[src/rtl/text_line_sequencer.sv]
// rtl/text_line_sequencer.sv - walks a string in memory and drives a per-glyph character renderer
//
// Purpose: fetches character codes one at a time from a synchronous string
// memory and computes each glyph's screen origin from a text cursor. It
// handles line feed, right-margin wrap and bottom-margin overflow, and runs
// the renderer's enable/finished handshake for each glyph.
//
// Ports:
//   clock, reset            rising-edge clock, asynchronous active-high reset
//   start                   one-cycle run request, accepted only when idle
//   base_x/base_y           text box origin, also the left margin
//   size                    screen pixels per glyph pixel
//   length                  maximum number of codes to process
//   limit_x/limit_y         inclusive right and bottom margins
//   str_addr/str_data       string memory read port (one-cycle latency)
//   char_code/char_origin_x/char_origin_y/char_size
//                           glyph parameters presented to the renderer
//   char_enable/char_finished
//                           renderer run enable and sticky completion flag
//   busy, done              run in progress, one-cycle completion pulse
//   overflow                run stopped at the bottom margin
//   chars_drawn             glyphs rendered in the current or last run
module text_line_sequencer #(
    parameter int X_W         = 9,
    parameter int Y_W         = 8,
    parameter int CHAR_W      = 7,
    parameter int SIZE_W      = 4,
    parameter int LEN_W       = 6,
    parameter int FONT_WIDTH  = 5,
    parameter int FONT_HEIGHT = 7
) (
    input  logic              clock,
    input  logic              reset,
    input  logic              start,
    input  logic [X_W-1:0]    base_x,
    input  logic [Y_W-1:0]    base_y,
    input  logic [SIZE_W-1:0] size,
    input  logic [LEN_W-1:0]  length,
    input  logic [X_W-1:0]    limit_x,
    input  logic [Y_W-1:0]    limit_y,
    output logic [LEN_W-1:0]  str_addr,
    input  logic [CHAR_W-1:0] str_data,
    output logic [CHAR_W-1:0] char_code,
    output logic [X_W-1:0]    char_origin_x,
    output logic [Y_W-1:0]    char_origin_y,
    output logic [SIZE_W-1:0] char_size,
    output logic              char_enable,
    input  logic              char_finished,
    output logic              busy,
    output logic              done,
    output logic              overflow,
    output logic [LEN_W-1:0]  chars_drawn
);

    // Comparison sums carry one bit beyond the cursor width so that a
    // saturated cursor plus a glyph extent can never wrap.
    localparam int XS = X_W + 2;
    localparam int YS = Y_W + 2;

    typedef enum logic [2:0] {
        S_IDLE, S_FETCH, S_WAIT, S_CHECK, S_LOAD, S_RUN, S_NEXT, S_DONE
    } state_t;

    state_t state_q, state_d;

    logic [X_W-1:0]    base_x_q, base_x_d, limit_x_q, limit_x_d;
    logic [Y_W-1:0]    base_y_q, base_y_d, limit_y_q, limit_y_d;
    logic [LEN_W-1:0]  length_q, length_d, index_q, index_d;
    logic [LEN_W-1:0]  chars_drawn_q, chars_drawn_d;
    logic [X_W:0]      cursor_x_q, cursor_x_d;
    logic [Y_W:0]      cursor_y_q, cursor_y_d;
    logic [CHAR_W-1:0] char_code_q, char_code_d;
    logic [X_W-1:0]    origin_x_q, origin_x_d;
    logic [Y_W-1:0]    origin_y_q, origin_y_d;
    logic [SIZE_W-1:0] char_size_q, char_size_d;
    logic              char_enable_q, char_enable_d;
    logic              busy_q, busy_d, done_q, done_d, overflow_q, overflow_d;

    logic [XS-1:0] pitch_x, glyph_w;
    logic [YS-1:0] pitch_y, glyph_h;
    logic          x_over, wrap, y_over;
    logic [X_W:0]  x_chk;
    logic [Y_W:0]  y_chk;

    assign pitch_x = XS'(char_size_q) * XS'(FONT_WIDTH + 1);
    assign glyph_w = XS'(char_size_q) * XS'(FONT_WIDTH);
    assign pitch_y = YS'(char_size_q) * YS'(FONT_HEIGHT + 1);
    assign glyph_h = YS'(char_size_q) * YS'(FONT_HEIGHT);

    // Cursor advances saturate instead of wrapping, so a long run of line
    // feeds still ends up below the bottom margin.
    function automatic logic [X_W:0] x_step(input logic [X_W:0] x, input logic [XS-1:0] p);
        logic [XS-1:0] s;
        s = {1'b0, x} + p;
        return s[XS-1] ? '1 : s[X_W:0];
    endfunction

    function automatic logic [Y_W:0] y_step(input logic [Y_W:0] y, input logic [YS-1:0] p);
        logic [YS-1:0] s;
        s = {1'b0, y} + p;
        return s[YS-1] ? '1 : s[Y_W:0];
    endfunction

    // x + w - 1 > limit is rewritten as x + w > limit + 1 so size 0 is safe.
    // A glyph already at the left margin never wraps, even if too wide.
    always_comb begin
        x_over = ({1'b0, cursor_x_q} + glyph_w) > ({2'b0, limit_x_q} + XS'(1));
        wrap   = x_over && (cursor_x_q != {1'b0, base_x_q});
        x_chk  = wrap ? {1'b0, base_x_q} : cursor_x_q;
        y_chk  = wrap ? y_step(cursor_y_q, pitch_y) : cursor_y_q;
        y_over = ({1'b0, y_chk} + glyph_h) > ({2'b0, limit_y_q} + YS'(1));
    end

    always_comb begin
        state_d       = state_q;
        base_x_d      = base_x_q;
        base_y_d      = base_y_q;
        limit_x_d     = limit_x_q;
        limit_y_d     = limit_y_q;
        length_d      = length_q;
        index_d       = index_q;
        chars_drawn_d = chars_drawn_q;
        cursor_x_d    = cursor_x_q;
        cursor_y_d    = cursor_y_q;
        char_code_d   = char_code_q;
        origin_x_d    = origin_x_q;
        origin_y_d    = origin_y_q;
        char_size_d   = char_size_q;
        overflow_d    = overflow_q;

        case (state_q)
            S_IDLE: begin
                if (start) begin
                    base_x_d      = base_x;
                    base_y_d      = base_y;
                    limit_x_d     = limit_x;
                    limit_y_d     = limit_y;
                    length_d      = length;
                    char_size_d   = size;
                    index_d       = '0;
                    cursor_x_d    = {1'b0, base_x};
                    cursor_y_d    = {1'b0, base_y};
                    chars_drawn_d = '0;
                    overflow_d    = 1'b0;
                    state_d       = (length == '0) ? S_DONE : S_FETCH;
                end
            end
            S_FETCH: state_d = S_WAIT;
            S_WAIT:  state_d = S_CHECK;
            S_CHECK: begin
                char_code_d = str_data;
                if (str_data == '0) begin
                    state_d = S_DONE;
                end else if (str_data == CHAR_W'(8'h0A)) begin
                    cursor_x_d = {1'b0, base_x_q};
                    cursor_y_d = y_step(cursor_y_q, pitch_y);
                    index_d    = index_q + LEN_W'(1);
                    state_d    = S_NEXT;
                end else begin
                    cursor_x_d = x_chk;
                    cursor_y_d = y_chk;
                    if (y_over) begin
                        overflow_d = 1'b1;
                        state_d    = S_DONE;
                    end else begin
                        // Both checks passed, so the cursor fits the output widths.
                        origin_x_d = x_chk[X_W-1:0];
                        origin_y_d = y_chk[Y_W-1:0];
                        state_d    = S_LOAD;
                    end
                end
            end
            S_LOAD: state_d = S_RUN;
            S_RUN: begin
                if (char_finished) begin
                    chars_drawn_d = chars_drawn_q + LEN_W'(1);
                    cursor_x_d    = x_step(cursor_x_q, pitch_x);
                    index_d       = index_q + LEN_W'(1);
                    state_d       = S_NEXT;
                end
            end
            S_NEXT:  state_d = (index_q == length_q) ? S_DONE : S_FETCH;
            S_DONE:  state_d = S_IDLE;
            default: state_d = S_IDLE;
        endcase

        char_enable_d = (state_d == S_RUN);
        busy_d        = (state_d != S_IDLE) && (state_d != S_DONE);
        done_d        = (state_q == S_DONE);
    end

    always_ff @(posedge clock or posedge reset) begin
        if (reset) begin
            state_q       <= S_IDLE;
            base_x_q      <= '0;
            base_y_q      <= '0;
            limit_x_q     <= '0;
            limit_y_q     <= '0;
            length_q      <= '0;
            index_q       <= '0;
            chars_drawn_q <= '0;
            cursor_x_q    <= '0;
            cursor_y_q    <= '0;
            char_code_q   <= '0;
            origin_x_q    <= '0;
            origin_y_q    <= '0;
            char_size_q   <= '0;
            char_enable_q <= 1'b0;
            busy_q        <= 1'b0;
            done_q        <= 1'b0;
            overflow_q    <= 1'b0;
        end else begin
            state_q       <= state_d;
            base_x_q      <= base_x_d;
            base_y_q      <= base_y_d;
            limit_x_q     <= limit_x_d;
            limit_y_q     <= limit_y_d;
            length_q      <= length_d;
            index_q       <= index_d;
            chars_drawn_q <= chars_drawn_d;
            cursor_x_q    <= cursor_x_d;
            cursor_y_q    <= cursor_y_d;
            char_code_q   <= char_code_d;
            origin_x_q    <= origin_x_d;
            origin_y_q    <= origin_y_d;
            char_size_q   <= char_size_d;
            char_enable_q <= char_enable_d;
            busy_q        <= busy_d;
            done_q        <= done_d;
            overflow_q    <= overflow_d;
        end
    end

    assign str_addr      = index_q;
    assign char_code     = char_code_q;
    assign char_origin_x = origin_x_q;
    assign char_origin_y = origin_y_q;
    assign char_size     = char_size_q;
    assign char_enable   = char_enable_q;
    assign busy          = busy_q;
    assign done          = done_q;
    assign overflow      = overflow_q;
    assign chars_drawn   = chars_drawn_q;

endmodule

[config.mk]
export PLATFORM = sky130hd
export DESIGN_NAME = text_line_sequencer
export DESIGN_NICKNAME = d
export VERILOG_FILES = /design/src/rtl/text_line_sequencer.sv
export SDC_FILE = /design/constraint.sdc
export NUM_CORES = 1
export LEC_CHECK = 0
export ABC_AREA = 0
export CAP_MARGIN = 5
export CELL_PAD_IN_SITES_DETAIL_PLACEMENT = 0
export CELL_PAD_IN_SITES_GLOBAL_PLACEMENT = 1
export CORE_MARGIN = 4
export CORE_UTILIZATION = 30
export DETAILED_ROUTE_END_ITERATION = 12
export PLACE_DENSITY = 0.68
export SETUP_SLACK_MARGIN = 0.05
export SLEW_MARGIN = 20
export SYNTH_ARGS = -nofsm -noshare
export SYNTH_HDL_FRONTEND = slang
export SYNTH_SLANG_ARGS = --single-unit
export TNS_END_PERCENT = 1
[constraint.sdc]
create_clock -name clock -period 7.5 [get_ports clock]
set_input_delay 1.5 -clock clock [delete_from_list [all_inputs] [get_ports clock]]
set_output_delay 1.5 -clock clock [all_outputs]
set_load 0.005 [all_outputs]
==> key figures <==
Status
  • Outcome: completed

Setup path
  • Cell at the slowest stage of the critical path: fa_2
  • CP top delay family: adder cells
  • CP Max Fanout: 8
  • Worst r2r path cells: 31
  • Critical path launch point type: register
  • Buf+Inv Stages, Crit Path: 1
  • Critical Path RT: 7.74 ns
  • Top cell by count, worst path: ha_1
  • CP Depth: 31
  • Crit Path Category: reg2reg
  • Crit end category: register
  • Slowest stage delay, CP: 0.62 ns
  • CP Data Arrival Time: 7.23 ns

STA
  • Rel. slew slack: 0.394
  • Final Hold Fails: 0
  • Final period utilization: 0.933
  • Fmax: 143 MHz
  • Slew of the pin with the lowest slew margin: 0.909 ns
  • Skew final: 0.0132 ns
  • Pins Over Slew Limit: 0
  • Min Tclk post-route: 6.99 ns
  • Setup violators final: 0
  • RSZ-0062 raised after global routing: false
  • Fin Setup TNS: 0 ns

Final layout
  • NumNets Final: 992
  • Layout fillers: 2,229
  • Non-Filler Instances: 1,151
  • Reg area: 2450 sq um
  • Layout cells sized above 1: 0.0815
  • Area growth, synth to finish: 25.6%
  • Area of the multi-input gates: 4120 sq um
  • Diodes inserted: 0

Placement
  • PortBufs: 98
  • Placed wire-length estimate: 14,800 um
  • Placed insts: 1,133
  • Gpl congestion: 0.837

Routing
  • First DRT Iteration DRCs: 327
  • Routed len/inst: 17.3 um
  • 1st-pass router iterations: 6
  • Routed Antenna Nets: 0
  • Vias/cell: 5.03
  • Vias: 5,788
  • Drt drc: 0
  • DRT Wirelength: 19,900 um

Floorplanning
  • Starting Density: 0.307
  • Die height: 158 um
  • Core area: 22,000 sq um
  • Die W: 158 um
  • Row count: 54
  • Die ar.: 24,900 sq um
  • Boundary Pins: 99

Synth
  • EDFF count, synth: 0
  • Netlist Area Pre-Place: 6730 sq um
  • Sequential-to-total area share from yosys stat: 0.364
  • Top-count cell post-synth: nand2_1
  • Ys async rst share: 1.00
  • Post-synthesis cell count: 759
  • Register bit total from synthesis: 98
  • Post-synth top flop: dfrtp_1
  • Post-synthesis cell type count: 62
  • Ys Warns: 0
  • Post-Synthesis Net Count: 885
  • Synth area leaders: dfrtp_1, ha_1, nand2_1, xor2_1, a21oi_1
  • Synth cell count leaders: nand2_1, dfrtp_1, nor2_1, ha_1, a21oi_1
  • Avg Cell Area, Syn: 8.87 sq um
  • Top cell type's share of synthesized area: 0.364
  • Biggest area consumer among synthesized cells: dfrtp_1

Job
  • Max Cap Viol: 0

CTS
  • Clk_lat worst skew: 0.36 ns
  • Post-CTS Hold Fix Bufs: 0
  • CTS buffer count: 9
  • Clock Path Buffers: 2
  • Clk sinks: 98
  • CTS H-tree depth: 3
  • TritonCTS clock tree: yes
  • Clock root cell: clkbuf_16
  • Clock transition at path regs: 0.08 ns

GRT
  • Initial antenna violation count: 0
  • GR Util All Layers: 0.162
  • Global route overflow: 0
  • Vias in the first global route: 5,821
  • Largest net degree at the start of global routing: 70
  • First-pass GRT wire length: 31,700 um

Worst hold path
  • Min-Delay Path Class: reg2reg
  • Hold Path Stages: 2
[final timing paths]
path                               endpoint         start  slack [ns]
max                        char_origin_y[6]  char_size[0]        0.51
min                            char_code[5]  char_code[5]        0.48
max reg2reg                char_origin_y[6]  char_size[0]        0.51
min reg2reg                    char_code[5]  char_code[5]        0.48
max in group asynchronous      char_size[1]         reset        4.76
min in group asynchronous      limit_y_q[7]         reset        1.47
[layout by cell type, fill, tap and decap left out, types with 6 or more instances in the layout]
master             n
a21o_1             8
ha_1              58
buf_4             21
or2_2              6
fa_1              11
and3_1             7
o21ai_1            7
nor2_1            59
xor2_1            32
a222oi_1           7
nand3_1           27
clkdlybuf4s50_1   98
a21oi_1           45
mux2_2             7
mux2i_1            8
nand4_1            7
o22a_1             7
nand2_1          154
inv_1             23
o21ai_0           34
nor3_1             6
dfrtp_1           98
a31oi_1            6
xnor2_1           25
clkbuf_16          9
nor2b_1            8
[cell type report]
cell class | count | area share
repair buffers | 120 | 0.136
well taps | 280 | 0.0414
clock inverters | 4 | 0.00414
multi-input cells | 613 | 0.487
clock buffers | 12 | 0.0303
inverters | 24 | 0.0109
flip-flops and latches | 98 | 0.290
[cell families (layout without fill, tap and decap cells)]
family | after synthesis | in the layout | share of synthesized area
mux | 17 | 17 | 0.0281
xor+xnor | 57 | 57 | 0.0741
simple gates | 302 | 302 | 0.197
compound gates | 166 | 166 | 0.158
buf+inv | 48 | 160 | 0.0327
flops | 98 | 98 | 0.364
fa+ha+maj | 71 | 71 | 0.145
[layer usage]
metal | global-route usage | routed length, um | vias to the layer above
li1 | - | - | 2882
met1 | 0.225 | 9410 | 2759
met2 | 0.261 | 9330 | 132
met3 | 0.0380 | 980 | 15
met4 | 0.0262 | 193 | 0
met5 | 0 | 0 | -
[worst register-to-register path: cells and delay by family (launching register included)]
| kind | cells | cell delay [ns] |
|---|---|---|
| fa+ha+maj | 7 | 2.52 |
| compound gates | 14 | 2.38 |
| simple gates | 6 | 0.92 |
| flops | 1 | 0.41 |
| mux | 1 | 0.34 |
| xor+xnor | 2 | 0.18 |
| buf+inv | 1 | 0.16 |
[metrics by stage]
stage               setup WS, ns  utilization  instance area [sq um]  hold slack, ns
detailed placement         0.143        0.369                   8090           0.468
global route              0.0638        0.385                   8460           0.512
CTS                       0.0680        0.382                   8390           0.489
finish                     0.506        0.385                   8460           0.485
global placement           0.236        0.369                   8090           0.470
floorplan                 0.0644            -                   6730           0.452
[what timing repair did]
item / 4_1_cts / 5_1_grt
resized for setup: 0 / 17
endpoints found under the setup margin: 0 / 21
endpoints found under the hold margin: 0 / 0
buffers inserted: 0 / 2
[state kept, by name, summed over array words and instances, names as in the netlist, 3 cells and up]
signal,cells
base_x_q,9
length_q,6
cursor_x_q,10
char_size,4
char_origin_y,8
limit_y_q,8
char_origin_x,9
cursor_y_q,9
limit_x_q,9
char_code,7
chars_drawn,6
str_addr,6
state_q,3
Power is left out: the tool's default activity adds up to more than one toggle a clock period on the data nets, which glitch-free logic cannot reach.
